<file path="config.mk">
export PLATFORM = sky130hd
export DESIGN_NAME = regalu_sequencer_flat
export DESIGN_NICKNAME = d
export VERILOG_FILES = /design/src/rtl/regalu_sequencer_pkg.sv /design/src/rtl/regalu_sequencer_if.sv /design/src/rtl/regalu_cmd_fifo.sv /design/src/rtl/regalu_sequencer.sv /design/src/flat_wrapper.sv
export SDC_FILE = /design/constraint.sdc
export NUM_CORES = 1
export LEC_CHECK = 0
export ABC_AREA = 1
export BUFFER_PORTS_ARGS = -buffer_cell sky130_fd_sc_hd__clkbuf_2
export CAP_MARGIN = 20
export CORE_MARGIN = 10
export CORE_UTILIZATION = 55
export DETAILED_ROUTE_END_ITERATION = 10
export GPL_ROUTABILITY_DRIVEN = 0
export PLACE_DENSITY = 0.84
export SLEW_MARGIN = 40
export SYNTH_ARGS = -nofsm -noshare
export SYNTH_HDL_FRONTEND = slang
export SYNTH_SLANG_ARGS = --single-unit
</file>
<file path="constraint.sdc">
create_clock -name clk -period 4.44 [get_ports clk]
set_input_delay 0.888 -clock clk [delete_from_list [all_inputs] [get_ports clk]]
set_output_delay 0.888 -clock clk [all_outputs]
set_load 0.02 [all_outputs]
</file>
<file path="src/rtl/regalu_sequencer_pkg.sv">
// Shared types and constants for the register-bank/ALU command sequencer.
package regalu_sequencer_pkg;

    // Default datapath geometry; the command struct is built from these.
    localparam int ADDR_W_DEF = 5;
    localparam int DATA_W_DEF = 32;
    localparam int OP_W_DEF   = 4;
    localparam int DEPTH_DEF  = 2;

    // Sequencer states; the encoding is exported on state_dbg for the LEDs.
    typedef enum logic [2:0] {
        IDLE  = 3'd0,
        READ  = 3'd1,
        EXEC  = 3'd2,
        WRITE = 3'd3,
        RESP  = 3'd4
    } state_e;

    // One queued command.
    typedef struct packed {
        logic [ADDR_W_DEF-1:0] wdst;
        logic [ADDR_W_DEF-1:0] src1;
        logic [ADDR_W_DEF-1:0] src2;
        logic [OP_W_DEF-1:0]   op;
        logic                  nowb;
    } cmd_t;

    // Bit positions inside rsp_flags.
    localparam int FLAG_ZERO = 0;
    localparam int FLAG_SIGN = 1;
    localparam int FLAG_OVER = 2;

    // ALU function codes understood by the board ALU.
    localparam logic [OP_W_DEF-1:0] ALU_ADD = 4'h0;
    localparam logic [OP_W_DEF-1:0] ALU_SUB = 4'h1;
    localparam logic [OP_W_DEF-1:0] ALU_AND = 4'h2;
    localparam logic [OP_W_DEF-1:0] ALU_OR  = 4'h3;
    localparam logic [OP_W_DEF-1:0] ALU_XOR = 4'h4;
    localparam logic [OP_W_DEF-1:0] ALU_SLT = 4'h5;
    localparam logic [OP_W_DEF-1:0] ALU_SLL = 4'h6;
    localparam logic [OP_W_DEF-1:0] ALU_SRL = 4'h7;

    // Assemble the three ALU flags into the response flag vector.
    function automatic logic [2:0] pack_flags(input logic over, input logic sign, input logic zero);
        logic [2:0] f;
        f            = 3'b000;
        f[FLAG_ZERO] = zero;
        f[FLAG_SIGN] = sign;
        f[FLAG_OVER] = over;
        return f;
    endfunction

endpackage

</file>
<file path="src/rtl/regalu_sequencer_if.sv">
// Command, register-bank, ALU and response signals of the sequencer.
// master = environment side (command source, regbank/ALU, response sink),
// slave  = the sequencer itself.
interface regalu_sequencer_if #(
    parameter int ADDR_W = 5,
    parameter int DATA_W = 32,
    parameter int OP_W   = 4
);
    logic              cmd_valid;
    logic              cmd_ready;
    logic [ADDR_W-1:0] cmd_wdst;
    logic [ADDR_W-1:0] cmd_src1;
    logic [ADDR_W-1:0] cmd_src2;
    logic [OP_W-1:0]   cmd_op;
    logic              cmd_nowb;

    logic [ADDR_W-1:0] rf_raddr1;
    logic [ADDR_W-1:0] rf_raddr2;
    logic [ADDR_W-1:0] rf_waddr;
    logic              rf_rd;
    logic              rf_wr;

    logic [OP_W-1:0]   alu_op;
    logic [DATA_W-1:0] alu_result;
    logic              alu_zero;
    logic              alu_sign;
    logic              alu_over;

    logic              rsp_valid;
    logic              rsp_ready;
    logic [DATA_W-1:0] rsp_result;
    logic [2:0]        rsp_flags;

    modport master (
        output cmd_valid, cmd_wdst, cmd_src1, cmd_src2, cmd_op, cmd_nowb,
        output alu_result, alu_zero, alu_sign, alu_over,
        output rsp_ready,
        input  cmd_ready,
        input  rf_raddr1, rf_raddr2, rf_waddr, rf_rd, rf_wr,
        input  alu_op,
        input  rsp_valid, rsp_result, rsp_flags
    );

    modport slave (
        input  cmd_valid, cmd_wdst, cmd_src1, cmd_src2, cmd_op, cmd_nowb,
        input  alu_result, alu_zero, alu_sign, alu_over,
        input  rsp_ready,
        output cmd_ready,
        output rf_raddr1, rf_raddr2, rf_waddr, rf_rd, rf_wr,
        output alu_op,
        output rsp_valid, rsp_result, rsp_flags
    );
endinterface

</file>
<file path="src/rtl/regalu_cmd_fifo.sv">
// Synchronous command FIFO; DEPTH must be a power of two so pointers wrap naturally.
module regalu_cmd_fifo
    import regalu_sequencer_pkg::*;
#(
    parameter int DEPTH = 2
) (
    input  logic clk,
    input  logic rst,
    input  logic push_i,
    input  cmd_t wdata_i,
    input  logic pop_i,
    output cmd_t rdata_o,
    output logic full_o,
    output logic empty_o
);
    localparam int PTR_W = (DEPTH > 1) ? $clog2(DEPTH) : 1;
    localparam int CNT_W = $clog2(DEPTH + 1);

    cmd_t             mem_q [DEPTH];
    logic [PTR_W-1:0] wr_ptr_q;
    logic [PTR_W-1:0] rd_ptr_q;
    logic [CNT_W-1:0] count_q;
    logic             do_push_s;
    logic             do_pop_s;

    assign full_o    = (count_q == CNT_W'(DEPTH));
    assign empty_o   = (count_q == {CNT_W{1'b0}});
    assign do_push_s = push_i && !full_o;
    assign do_pop_s  = pop_i && !empty_o;
    assign rdata_o   = mem_q[rd_ptr_q];

    // Storage array; contents are don't-care while the entry is not counted.
    always_ff @(posedge clk) begin
        if (do_push_s) begin
            mem_q[wr_ptr_q] <= wdata_i;
        end
    end

    // Pointers and occupancy; a simultaneous push and pop leaves the count unchanged.
    always_ff @(posedge clk) begin
        if (rst) begin
            wr_ptr_q <= {PTR_W{1'b0}};
            rd_ptr_q <= {PTR_W{1'b0}};
            count_q  <= {CNT_W{1'b0}};
        end else begin
            if (do_push_s) begin
                wr_ptr_q <= wr_ptr_q + PTR_W'(1);
            end
            if (do_pop_s) begin
                rd_ptr_q <= rd_ptr_q + PTR_W'(1);
            end
            case ({do_push_s, do_pop_s})
                2'b10:   count_q <= count_q + CNT_W'(1);
                2'b01:   count_q <= count_q - CNT_W'(1);
                default: count_q <= count_q;
            endcase
        end
    end
endmodule

</file>
<file path="src/rtl/regalu_sequencer.sv">
// Queued command sequencer: steps each command through READ, EXEC, WRITE
// and RESP, driving the register bank strobes and ALU op, and returns the
// captured ALU result and flags on a valid/ready response channel.
module regalu_sequencer
    import regalu_sequencer_pkg::*;
#(
    parameter int ADDR_W = ADDR_W_DEF,
    parameter int DATA_W = DATA_W_DEF,
    parameter int OP_W   = OP_W_DEF,
    parameter int DEPTH  = DEPTH_DEF
) (
    input  logic                clk,
    input  logic                rst,
    input  logic                step_en,
    regalu_sequencer_if.slave   bus,
    output logic                busy,
    output logic [2:0]          state_dbg
);
    state_e            state_q;
    state_e            state_d;
    cmd_t              cmd_q;
    cmd_t              cmd_in_s;
    cmd_t              fifo_rdata_s;
    logic              fifo_full_s;
    logic              fifo_empty_s;
    logic              pop_s;
    logic              rf_rd_s;
    logic              rf_wr_s;
    logic              capture_s;
    logic [DATA_W-1:0] rsp_result_q;
    logic [2:0]        rsp_flags_q;

    assign cmd_in_s.wdst = bus.cmd_wdst;
    assign cmd_in_s.src1 = bus.cmd_src1;
    assign cmd_in_s.src2 = bus.cmd_src2;
    assign cmd_in_s.op   = bus.cmd_op;
    assign cmd_in_s.nowb = bus.cmd_nowb;

    regalu_cmd_fifo #(.DEPTH(DEPTH)) u_fifo (
        .clk     (clk),
        .rst     (rst),
        .push_i  (bus.cmd_valid),
        .wdata_i (cmd_in_s),
        .pop_i   (pop_s),
        .rdata_o (fifo_rdata_s),
        .full_o  (fifo_full_s),
        .empty_o (fifo_empty_s)
    );

    // Next-state and strobe decode; nothing moves without step_en except leaving RESP.
    always_comb begin
        state_d   = state_q;
        pop_s     = 1'b0;
        rf_rd_s   = 1'b0;
        rf_wr_s   = 1'b0;
        capture_s = 1'b0;
        case (state_q)
            IDLE: begin
                if (step_en && !fifo_empty_s) begin
                    pop_s   = 1'b1;
                    state_d = READ;
                end else begin
                    state_d = IDLE;
                end
            end
            READ: begin
                if (step_en) begin
                    rf_rd_s = 1'b1;
                    state_d = EXEC;
                end else begin
                    state_d = READ;
                end
            end
            EXEC: begin
                if (step_en) begin
                    capture_s = 1'b1;
                    state_d   = cmd_q.nowb ? RESP : WRITE;
                end else begin
                    state_d = EXEC;
                end
            end
            WRITE: begin
                if (step_en) begin
                    rf_wr_s = 1'b1;
                    state_d = RESP;
                end else begin
                    state_d = WRITE;
                end
            end
            RESP: begin
                if (bus.rsp_ready) begin
                    state_d = IDLE;
                end else begin
                    state_d = RESP;
                end
            end
            default: state_d = IDLE;
        endcase
    end

    // State register.
    always_ff @(posedge clk) begin
        if (rst) begin
            state_q <= IDLE;
        end else begin
            state_q <= state_d;
        end
    end

    // Active command: addresses and op stay stable from pop until the next pop,
    // so the ALU inputs are still valid while WRITE stores its output.
    always_ff @(posedge clk) begin
        if (rst) begin
            cmd_q <= '0;
        end else if (pop_s) begin
            cmd_q <= fifo_rdata_s;
        end else begin
            cmd_q <= cmd_q;
        end
    end

    // Response capture in EXEC; held through RESP and beyond until the next EXEC.
    always_ff @(posedge clk) begin
        if (rst) begin
            rsp_result_q <= {DATA_W{1'b0}};
            rsp_flags_q  <= 3'b000;
        end else if (capture_s) begin
            rsp_result_q <= bus.alu_result;
            rsp_flags_q  <= pack_flags(bus.alu_over, bus.alu_sign, bus.alu_zero);
        end else begin
            rsp_result_q <= rsp_result_q;
            rsp_flags_q  <= rsp_flags_q;
        end
    end

    assign bus.cmd_ready  = !fifo_full_s;
    assign bus.rf_raddr1  = ADDR_W'(cmd_q.src1);
    assign bus.rf_raddr2  = ADDR_W'(cmd_q.src2);
    assign bus.rf_waddr   = ADDR_W'(cmd_q.wdst);
    assign bus.rf_rd      = rf_rd_s;
    assign bus.rf_wr      = rf_wr_s;
    assign bus.alu_op     = OP_W'(cmd_q.op);
    assign bus.rsp_valid  = (state_q == RESP);
    assign bus.rsp_result = rsp_result_q;
    assign bus.rsp_flags  = rsp_flags_q;
    assign busy           = (state_q != IDLE) || !fifo_empty_s;
    assign state_dbg      = state_q;
endmodule

</file>
<file path="src/flat_wrapper.sv">
// flat-port wrapper written by rule: the top's interface ports become plain ports
module regalu_sequencer_flat import regalu_sequencer_pkg::*;
#(
    parameter int ADDR_W = ADDR_W_DEF,
    parameter int DATA_W = DATA_W_DEF,
    parameter int OP_W   = OP_W_DEF,
    parameter int DEPTH  = DEPTH_DEF
)
  (clk, rst, step_en, busy, state_dbg, bus_cmd_valid, bus_cmd_wdst, bus_cmd_src1, bus_cmd_src2, bus_cmd_op, bus_cmd_nowb, bus_alu_result, bus_alu_zero, bus_alu_sign, bus_alu_over, bus_rsp_ready, bus_cmd_ready, bus_rf_raddr1, bus_rf_raddr2, bus_rf_waddr, bus_rf_rd, bus_rf_wr, bus_alu_op, bus_rsp_valid, bus_rsp_result, bus_rsp_flags);
  regalu_sequencer_if #(.ADDR_W(ADDR_W), .DATA_W(DATA_W), .OP_W(OP_W)) bus_i ();
  input  logic clk;
  input  logic rst;
  input  logic step_en;
  output logic busy;
  output logic [2:0] state_dbg;
  input wire logic [$bits(bus_i.cmd_valid)-1:0] bus_cmd_valid;
  input wire logic [$bits(bus_i.cmd_wdst)-1:0] bus_cmd_wdst;
  input wire logic [$bits(bus_i.cmd_src1)-1:0] bus_cmd_src1;
  input wire logic [$bits(bus_i.cmd_src2)-1:0] bus_cmd_src2;
  input wire logic [$bits(bus_i.cmd_op)-1:0] bus_cmd_op;
  input wire logic [$bits(bus_i.cmd_nowb)-1:0] bus_cmd_nowb;
  input wire logic [$bits(bus_i.alu_result)-1:0] bus_alu_result;
  input wire logic [$bits(bus_i.alu_zero)-1:0] bus_alu_zero;
  input wire logic [$bits(bus_i.alu_sign)-1:0] bus_alu_sign;
  input wire logic [$bits(bus_i.alu_over)-1:0] bus_alu_over;
  input wire logic [$bits(bus_i.rsp_ready)-1:0] bus_rsp_ready;
  output wire logic [$bits(bus_i.cmd_ready)-1:0] bus_cmd_ready;
  output wire logic [$bits(bus_i.rf_raddr1)-1:0] bus_rf_raddr1;
  output wire logic [$bits(bus_i.rf_raddr2)-1:0] bus_rf_raddr2;
  output wire logic [$bits(bus_i.rf_waddr)-1:0] bus_rf_waddr;
  output wire logic [$bits(bus_i.rf_rd)-1:0] bus_rf_rd;
  output wire logic [$bits(bus_i.rf_wr)-1:0] bus_rf_wr;
  output wire logic [$bits(bus_i.alu_op)-1:0] bus_alu_op;
  output wire logic [$bits(bus_i.rsp_valid)-1:0] bus_rsp_valid;
  output wire logic [$bits(bus_i.rsp_result)-1:0] bus_rsp_result;
  output wire logic [$bits(bus_i.rsp_flags)-1:0] bus_rsp_flags;
  assign bus_i.cmd_valid = bus_cmd_valid;
  assign bus_i.cmd_wdst = bus_cmd_wdst;
  assign bus_i.cmd_src1 = bus_cmd_src1;
  assign bus_i.cmd_src2 = bus_cmd_src2;
  assign bus_i.cmd_op = bus_cmd_op;
  assign bus_i.cmd_nowb = bus_cmd_nowb;
  assign bus_i.alu_result = bus_alu_result;
  assign bus_i.alu_zero = bus_alu_zero;
  assign bus_i.alu_sign = bus_alu_sign;
  assign bus_i.alu_over = bus_alu_over;
  assign bus_i.rsp_ready = bus_rsp_ready;
  assign bus_cmd_ready = bus_i.cmd_ready;
  assign bus_rf_raddr1 = bus_i.rf_raddr1;
  assign bus_rf_raddr2 = bus_i.rf_raddr2;
  assign bus_rf_waddr = bus_i.rf_waddr;
  assign bus_rf_rd = bus_i.rf_rd;
  assign bus_rf_wr = bus_i.rf_wr;
  assign bus_alu_op = bus_i.alu_op;
  assign bus_rsp_valid = bus_i.rsp_valid;
  assign bus_rsp_result = bus_i.rsp_result;
  assign bus_rsp_flags = bus_i.rsp_flags;
  regalu_sequencer #(.ADDR_W(ADDR_W), .DATA_W(DATA_W), .OP_W(OP_W), .DEPTH(DEPTH)) u_core (.clk(clk), .rst(rst), .step_en(step_en), .bus(bus_i), .busy(busy), .state_dbg(state_dbg));
endmodule
</file>
==> flow_summary.toml, run 1 <==
[clocking]
clockBufferDepth = 2
cts_buffers = 9
root_buffer = "clkbuf_8"
cts_hold_buf = 0
cts_tree = "done"
cts_resized = 0
h-tree-depth = 3
post-cts-setup-buffers = 0
clock_sinks = 102
clkLatencyLatePin_ns = 0.36
clk_pin_slew_ns = 0.09

[sta]
rsz0062_at_grt = "no"
fmax_mhz = 370.7
fin_crit_ns = 2.697
finalSetupViolations = 0
drv_slew = 0
tightestPinTransition_ns = 0.7736
finalClockSkew_ns = 0.01052
slew_headroom = 0.4842
fin_crit_sh = 0.6075
hold_viol_final = 0
fin_setup_tns_ns = 0

[placed_design]
portBuffers = 121
hpwl_um = 6801

[finish]
antennaDiodeCount = 0
area_growth_pct = 16.10
post_route_cells_drive_above_1_share = 0.2714
final_nets = 605

[critical_path]
crit_family = "buffers and inverters"
end_kind = "output port"
worstSetupPathType = "in -> out"
worst-path-buf-inv = 4
critPathMaxStageDelay_ns = 0.37
path_cells = "clkbuf_2 -> buf_4 -> nand3_1 -> inv_1 -> clkbuf_2"
path_common_cell = "clkbuf_2"
cp.required_ns = 3.55
critPathMaxFanout = 42
cp_slowest_cell = "buf_4"
arrival_ns = 1.81
r2r_setup_slack_ns = 2.25
crit_path_start_kind = "input port"

[synthesis]
yosys.area.top_type = "dfxtp_1"
ys_warn_count = 0
ys_seq_area_frac = 0.5820
synth_edf_count = 40
synth.top_cell.area_share = 0.2958
synthFlopType = "dfxtp_1"
yosysUniqueCellTypes = 25
syn_area_um2 = 4197
synthArstFlopShare = 0
synth-seq-cells = 102
synthCells = 459
syn_avg_cell_area_um2 = 9.143
syn_nets = 520
ys_top_cells_by_area = "dfxtp_1, edfxtp_1, nand2_1, nand4_1, nor2_1"

[power_and_ir_drop]
leakagePower_nw = 2.111
peakVddDrop_mv = 0.2693
power.density_nw_per_um2 = 519.3
total_power_w = 0.002530

[floorplanning]
core_area_um2 = 7331
ios = 122
dieArea_um2 = 11520
die_y_um = 107.4
fp.dieW_um = 107.4
fp-row-count = 31
start_util = 0.5725

[global_route]
gr-total-overflow = 0
grt_pass1_wl_um = 15620
grt_max_degree = 44
track_usage = 0.1664
antenna_found_initial = 0
first_global_vias = 3291

[routing]
drt_wl_total_um = 9881
vias = 3309
vias_per_cell = 5.106
remaining_drc_errors = 0
drtPass1Iterations = 5
ant_nets = 0
drtIter0Drc = 251
avgRoutedWirePerCell_um = 15.25

[run_status]
status = "completed"

[worst_hold_path]
hold_class = "reg -> reg"

[job]
drv_cap = 0
[state kept, by name, summed over array words and instances, names as in the netlist]
name and flops:
u_core.u_fifo.wr_ptr_q 1, u_core.bus.rf_raddr2 5, u_core.u_fifo.count_q 2, u_core.bus.rsp_result 32
u_core.bus.alu_op 4, u_core.bus.rf_waddr 5, u_core.bus.rsp_flags 3, u_core.state_dbg 3
u_core.bus.rf_raddr1 5, u_core.u_fifo.rd_ptr_q 1, u_core.cmd_q 1, u_core.u_fifo.mem_q 40
[per-layer routing]
| metal | vias up | global-route usage | wire [µm] | part of all wire |
|---|---|---|---|---|
| li1 | 1663 | - | - | - |
| met2 | 117 | 0.2866 | 4996 | 0.51 |
| met3 | 18 | 0.05210 | 755 | 0.076 |
| met1 | 1511 | 0.1849 | 3877 | 0.39 |
| met5 | - | 0 | 0 | 0 |
| met4 | 0 | 0.07252 | 251 | 0.025 |
[report_power, final]
group | leakage (nW) | switching, W | internal (W)
Clock | 0.103 | 0.000307 | 0.000273
Sequential | 0.878 | 0.0000904 | 0.00112
Combinational | 1.13 | 0.000485 | 0.000255
[cell families after synthesis]
| group | share of synthesized area |
|---|---|
| xor+xnor | 0.002087 |
| fa+ha+maj | 0.002981 |
| buf+inv | 0.1055 |
| flops | 0.5820 |
| compound gates | 0.08318 |
| simple gates | 0.2242 |
[cell usage after synthesis, types with 9 or more instances]
cell type  number
a21oi_1        38
buf_2          12
buf_4          23
clkbuf_1        9
dfxtp_1        62
edfxtp_1       40
inv_1          31
nand2_1       108
nand3_1         9
nand4_1        36
nor2_1         53
o21a_1         20
[tightest hold or removal path, cell delays in order, from the launching register on]
cell,delay [ns]
dfxtp_1,0.32
nand2_1,0.06
a21oi_1,0.05
[cells in the final DEF, fill, tap and decap left out, types with 2 or more instances in the layout]
| cell type | n |
|---|---|
| dfxtp_1 | 62 |
| clkinv_2 | 2 |
| nor2_1 | 51 |
| buf_4 | 3 |
| inv_1 | 31 |
| a21oi_1 | 38 |
| o21a_1 | 20 |
| clkbuf_8 | 9 |
| clkbuf_16 | 2 |
| clkbuf_2 | 121 |
| nand3_1 | 9 |
| edfxtp_1 | 40 |
| nand4_1 | 36 |
| nor2_4 | 3 |
| nand2_1 | 108 |
[final cells by class]
class	instances	area (µm²)
fillers	581	2459
flip-flops and latches	102	2442
multi-input cells	274	1326
repair buffers	125	655.6
clock buffers	12	177.7
well taps	99	123.9
inverters	32	120.1
clock inverters	4	26.28
[worst paths after layout]
check,from,to,depth (start not counted)
setup / recovery,step_en,bus_rf_rd,5
hold / removal,u_core.bus.rsp_result[10]$_SDFFE_PP0P_,u_core.bus.rsp_result[10]$_SDFFE_PP0P_,2
setup reg to reg,u_core.state_dbg[2]$_SDFF_PP0_,u_core.u_fifo.count_q[1]$_SDFFE_PP0P_,8
hold reg to reg,u_core.bus.rsp_result[10]$_SDFFE_PP0P_,u_core.bus.rsp_result[10]$_SDFFE_PP0P_,2
[stage by stage]
stage	cells	instance area (µm²)	hold WS (ns)	utilization	setup WS, ns
finish	648	4872	0.4659	0.6646	1.743
global route	648	4872	0.4747	0.6646	1.684
detailed placement	631	4641	0.4523	0.6330	1.600
floorplan	459	4197	0.4551	-	2.122
global placement	631	4631	0.4476	0.6317	1.699
CTS	647	4845	0.4673	0.6609	1.799
No activity file was read; power rests on OpenSTA's default activity.
==> run 2, diff against run 1 <==
Settings changed: ABC_AREA 1 to 0, CORE_UTILIZATION 55 to 46, PLACE_DENSITY 0.84 to 0.76.
Clock period 4.44 ns to 2.32 ns, I/O delays scaled along.
==> run 2 against run 1 <==
Clock skew fell by 0.0011 ns. Via count fell by 14%. Non-clock buffer count rose by 7. Synthesized area fell by 4.5%. First-iteration DRC count fell by 59%. Die area rose by 12%. Sequential cell count did not move.
==> flow_summary.toml, run 2 <==
[worst_hold_path]
whs_path_depth = 1
whs_endpoint = "u_core.u_fifo.mem_q[0][1]$_DFFE_PP_"
min_from = "bus_cmd_op[0]"
hold_class = "in -> reg"

[sta]
hold_ws_ns = 0.2851
fmax_mhz = 487.5
rsz0062_at_grt = "no"
fin_crit_ns = 2.051
fin_ws_ns = 0.2686
hold_viol_final = 0
finalClockSkew_ns = 0.009450
finalSetupViolations = 0
fin_crit_sh = 0.8842
fin_setup_tns_ns = 0
drv_slew = 0
slew_headroom = 0.7374
tightestPinTransition_ns = 0.3934

[synthesis]
syn_nets = 413
ys_top_cells_by_area = "dfxtp_1, edfxtp_1, a21oi_1, nand2_1, a211oi_2"
synth_most_common_cell = "nand2_1"
synth-seq-cells = 102
synth_commonest_cells = "nand2_1, dfxtp_1, a21oi_1"
synthCells = 352
synthFlopType = "dfxtp_1"
synth_edf_count = 40
yosysUniqueCellTypes = 38
syn_area_um2 = 4009
ys_seq_area_frac = 0.6092
synth.top_cell.area_share = 0.3096
yosys.area.top_type = "dfxtp_1"
syn_avg_cell_area_um2 = 11.39
synthArstFlopShare = 0
ys_warn_count = 0

[power_and_ir_drop]
p_clk_frac = 0.218
power_frac_seq = 0.479
peakVddDrop_mv = 0.4087
swShare = 0.3530
p_sw_w = 0.001695
leakagePower_nw = 1.838
comb_power_share = 0.303
p_int_w = 0.003106
power.density_nw_per_um2 = 1016

[placed_design]
portBuffers = 121
hpwl_um = 6494
placed_cell_area_um2 = 4541
place_inst = 543
dp_slack_ns = 0.4277

[routing]
drtPass1Iterations = 4
ant_nets = 0
avgRoutedWirePerCell_um = 16.39
drt_wl_total_um = 9164
drtIter0Drc = 103
vias = 2833
remaining_drc_errors = 0
vias_per_cell = 5.068

[floorplanning]
core_area_um2 = 8341
ios = 122
fp-row-count = 33
fp.dieW_um = 113.4
dieArea_um2 = 12850
start_util = 0.4806
die_y_um = 113.4

[finish]
final_nets = 510
antennaDiodeCount = 0
final_cell_mix = "clkbuf_2, nand2_1, dfxtp_1"
stdcell_count = 559
regMostFlops = "u_core.u_fifo.mem_q"
final_common_cell = "clkbuf_2"
largest_reg_flops = 40
final_area_um2 = 4723
post_route_cells_drive_above_1_share = 0.3767
area_growth_pct = 17.82

[clocking]
cts_resized = 0
cts_tree = "done"
clk_pin_slew_ns = 0.10
cts_buffers = 9
cts_hold_buf = 0
post-cts-setup-buffers = 0
clkLatencyLatePin_ns = 0.36
h-tree-depth = 3
root_buffer = "clkbuf_8"
clockBufferDepth = 2
clock_sinks = 102

[critical_path]
arrival_ns = 1.59
r2r_start = "u_core.u_fifo.count_q[0]$_SDFFE_PP0P_"
worstSetupPathType = "reg -> out"
r2r_setup_slack_ns = 0.42
cp_slowest_cell = "or4_1"
critPathMaxStageDelay_ns = 0.41
crit_path_start_kind = "flop"
r2r-end = "u_core.u_fifo.count_q[1]$_SDFFE_PP0P_"
cp.required_ns = 1.86
path_cells = "or2_0 -> or4_1 -> clkbuf_2"
reg2reg_depth = 7
critPathMaxFanout = 4
cp-startpoint = "u_core.u_fifo.count_q[0]$_SDFFE_PP0P_"
end_kind = "output port"

[run_status]
status = "completed"

[global_route]
first_global_vias = 3037
track_usage = 0.1441
grt_pass1_wl_um = 15090
gr-total-overflow = 0
grt_max_degree = 64
antenna_found_initial = 0

[job]
drv_cap = 0
run 2: kinds of logic (layout without fill, tap and decap cells):
kind of cell | after synthesis | count (layout) | synth area share
muxes | 20 | 20 | 0.04994
xor gates and xnor gates | 2 | 2 | 0.004370
AOI/OAI and AO/OA | 85 | 85 | 0.1442
DFF | 102 | 102 | 0.6092
adders and majority gates | 1 | 1 | 0.003121
buffers and inverters | 48 | 150 | 0.07709
and+or+nand+nor | 94 | 94 | 0.1121
run 2: worst max path at each step:
stage                                                        to
after floorplan           u_core.u_fifo.count_q[1]$_SDFFE_PP0P_
final                                                      busy
after global routing                                       busy
after detailed placement  u_core.u_fifo.count_q[1]$_SDFFE_PP0P_
after global placement    u_core.u_fifo.count_q[1]$_SDFFE_PP0P_
after CTS                                                  busy
run 2: metal layers:
| layer | up-vias | wire length [µm] | track usage |
|---|---|---|---|
| li1 | 1404 | - | - |
| met5 | - | 0 | 0 |
| met4 | 0 | 113 | 0.05330 |
| met3 | 10 | 1147 | 0.08135 |
| met2 | 110 | 4184 | 0.2197 |
| met1 | 1309 | 3717 | 0.1652 |
run 2: power by group through the flow:
stage | Combinational (W) | Clock, W | Sequential [W]
finish | 0.00145 | 0.00105 | 0.00230
CTS | 0.00148 | 0.00107 | 0.00230
detailed placement | 0.00148 | 0 | 0.00234
floorplan | 0.00121 | 0 | 0.00232
global placement | 0.00145 | 0 | 0.00232
global route | 0.00161 | 0.00116 | 0.00233
run 2: final cells by class:
class                      instances  area [µm²]
clock inverter                     6       55.05
inverter                           2       8.758
clock buffer                      10       127.6
sequential                       102        2442
timing repair buffer             132       700.7
fill                             740        3617
tap                              105       131.4
multi-input combinational        202        1257
run 2: through the flow:
stage | total power (W) | utilization
4_1_cts | 0.004856 | 0.5663
3_3_place_gp | 0.003769 | 0.5444
6_report | 0.004801 | 0.5663
5_1_grt | 0.005093 | 0.5663
2_1_floorplan | 0.003527 | -
3_5_place_dp | 0.003821 | 0.5444
run 2: critical path, delay by kind of cell, from the launching register on:
family                 cells  cell delay [ns]
AND/OR/NAND/NOR            2             0.70
flip-flops                 1             0.36
buffers and inverters      1             0.18
==> run 3, diff against run 2 <==
Settings changed: ABC_AREA 0 to 1, CORE_UTILIZATION 46 to 55, PLACE_DENSITY 0.76 to 0.84.
Clock period 2.32 ns to 2.5 ns, I/O delays scaled along.
==> run 3 against run 2 <==
First-iteration DRC count grew to 2.7 times the previous value. Clock skew down 0.00064 ns. Sequential cell count did not move. Total power down 6.1%. Worst hold slack better by 0.041 ns. Design area increased by 3.7%. Utilization increased by 10 points. Global-route usage is 2.4 points higher. Combinational power fell by 8%. Clock power about the same. Largest cell class unchanged. Largest power group unchanged. Highest routed layer unchanged.
==> flow_summary.toml, run 3 (same netlist as run 1, synthesis figures left out) <==
[run_status]
status = "completed"

[routing]
ant_nets = 0
remaining_drc_errors = 0
vias = 3336
vias_per_cell = 5.101
drt_wl_total_um = 9781
avgRoutedWirePerCell_um = 14.96
drtIter0Drc = 273
drtPass1Iterations = 4

[power_and_ir_drop]
p_sw_w = 0.001581
comb_power_share = 0.296
power.density_nw_per_um2 = 920.0
peakVddDrop_mv = 0.7211
p_clk_frac = 0.233
leakagePower_nw = 2.133
p_int_w = 0.002927
swShare = 0.3507
power_frac_seq = 0.471

[floorplanning]
fp.dieW_um = 107.4
start_util = 0.5725
die_y_um = 107.4
fp-row-count = 31
dieArea_um2 = 11520
ios = 122
core_area_um2 = 7331

[sta]
tightestPinTransition_ns = 0.7863
fin_crit_ns = 1.993
rsz0062_at_grt = "no"
finalSetupViolations = 0
fin_crit_sh = 0.7973
hold_ws_ns = 0.3258
slew_headroom = 0.4752
drv_slew = 0
fmax_mhz = 501.7
finalClockSkew_ns = 0.008811
hold_viol_final = 0
fin_setup_tns_ns = 0

[finish]
area_growth_pct = 16.76
post_route_cells_drive_above_1_share = 0.2811
final_nets = 611
regMostFlops = "u_core.u_fifo.mem_q"
stdcell_count = 654
largest_reg_flops = 40
final_cell_mix = "clkbuf_2, nand2_1, dfxtp_1"
final_common_cell = "clkbuf_2"
antennaDiodeCount = 0

[placed_design]
portBuffers = 121
hpwl_um = 7061
place_inst = 638

[critical_path]
critPathMaxStageDelay_ns = 0.42
arrival_ns = 1.49
worstSetupPathType = "reg -> out"
r2r-end = "u_core.bus.rsp_result[7]$_SDFFE_PP0P_"
endpoint = "bus_rf_rd"
cp_slowest_cell = "dfxtp_1"
path_cells = "inv_1 -> nor2_1 -> nand3_1 -> inv_1 -> clkbuf_2"
critPathMaxFanout = 4
r2r_setup_slack_ns = 0.53
reg2reg_depth = 5
cp.required_ns = 2.00
cp-startpoint = "u_core.state_dbg[0]$_SDFF_PP0_"
crit_path_start_kind = "flop"
end_kind = "output port"
r2r_start = "u_core.state_dbg[2]$_SDFF_PP0_"
path_common_cell = "inv_1"

[global_route]
gr-total-overflow = 0
antenna_found_initial = 0
first_global_vias = 3251
track_usage = 0.1681
grt_max_degree = 40
grt_pass1_wl_um = 15670

[clocking]
root_buffer = "clkbuf_8"
clockBufferDepth = 2
cts_hold_buf = 0
post-cts-setup-buffers = 0
cts_resized = 0
clock_sinks = 102
clkLatencyLatePin_ns = 0.36
clk_pin_slew_ns = 0.10
cts_buffers = 9
h-tree-depth = 3
cts_tree = "done"

[job]
drv_cap = 0

[worst_hold_path]
hold_class = "in -> reg"
## run 3: cell types whose count changed in the layout (fill, tap and decap cells not counted), moves of 3 or more
| cell | before | now |
|---|---|---|
| nor2_1 | 2 | 51 |
| nand2_1 | 72 | 108 |
| nand4_1 | 0 | 36 |
| inv_1 | 1 | 31 |
| a21oi_1 | 60 | 38 |
| mux2i_1 | 20 | 0 |
| o21a_1 | 0 | 20 |
| a211oi_2 | 19 | 0 |
| nand3_1 | 1 | 9 |
| nand2b_1 | 3 | 0 |
## run 3: cell type report
| type | count | area [µm²] |
|---|---|---|
| flip-flops and latches | 102 | 2442 |
| fillers | 582 | 2431 |
| multi-input cells | 274 | 1316 |
| repair buffers | 131 | 693.2 |
| clock buffers | 9 | 123.9 |
| well taps | 99 | 123.9 |
| inverters | 32 | 120.1 |
| clock inverters | 7 | 80.08 |
## run 3: stage by stage
step	setup WS, ns	cell area (µm²)	utilization	total power (W)
after floorplan	0.4270	4197	-	0.003275
after global placement	0.6595	4696	0.6406	0.003445
after detailed placement	0.5806	4696	0.6406	0.003499
after CTS	0.5023	4900	0.6684	0.004534
after global routing	0.2152	4900	0.6684	0.004770
final	0.5067	4900	0.6684	0.004508
## run 3: worst min path at each step
stage | from | endpoint | cells past startpoint
CTS | bus_cmd_src1[2] | u_core.u_fifo.mem_q[1][12]$_DFFE_PP_ | 1
floorplan | u_core.bus.rf_waddr[4]$_SDFFE_PP0P_ | u_core.bus.rf_waddr[4]$_SDFFE_PP0P_ | 2
detailed placement | u_core.bus.rsp_result[18]$_SDFFE_PP0P_ | u_core.bus.rsp_result[18]$_SDFFE_PP0P_ | 2
global route | bus_cmd_op[3] | u_core.u_fifo.mem_q[0][4]$_DFFE_PP_ | 1
finish | bus_cmd_src1[2] | u_core.u_fifo.mem_q[1][12]$_DFFE_PP_ | 1
global placement | u_core.bus.rsp_result[19]$_SDFFE_PP0P_ | u_core.bus.rsp_result[19]$_SDFFE_PP0P_ | 2
## run 3: routing by layer
layer | routed length (µm) | vias to the layer above | global-route usage | part of all wire
met3 | 745 | 25 | 0.05090 | 0.076
met4 | 320 | 0 | 0.08397 | 0.033
met2 | 4867 | 113 | 0.2818 | 0.50
met5 | 0 | - | 0 | 0
li1 | - | 1673 | - | -
met1 | 3848 | 1525 | 0.1903 | 0.39
## run 3: worst max-delay path, delay by kind of cell (launching register included)
kind / cells / cell delay (ns)
DFF: 1 / 0.42
and+or+nand+nor: 2 / 0.36
buffers and inverters: 3 / 0.35
## run 3: power by group through the flow
stage	registers [W]	clock network [W]	logic (W)
global placement	0.00214	0	0.00130
CTS	0.00212	0.00106	0.00135
detailed placement	0.00216	0	0.00134
floorplan	0.00216	0	0.00112
finish	0.00212	0.00105	0.00134
global route	0.00215	0.00112	0.00149
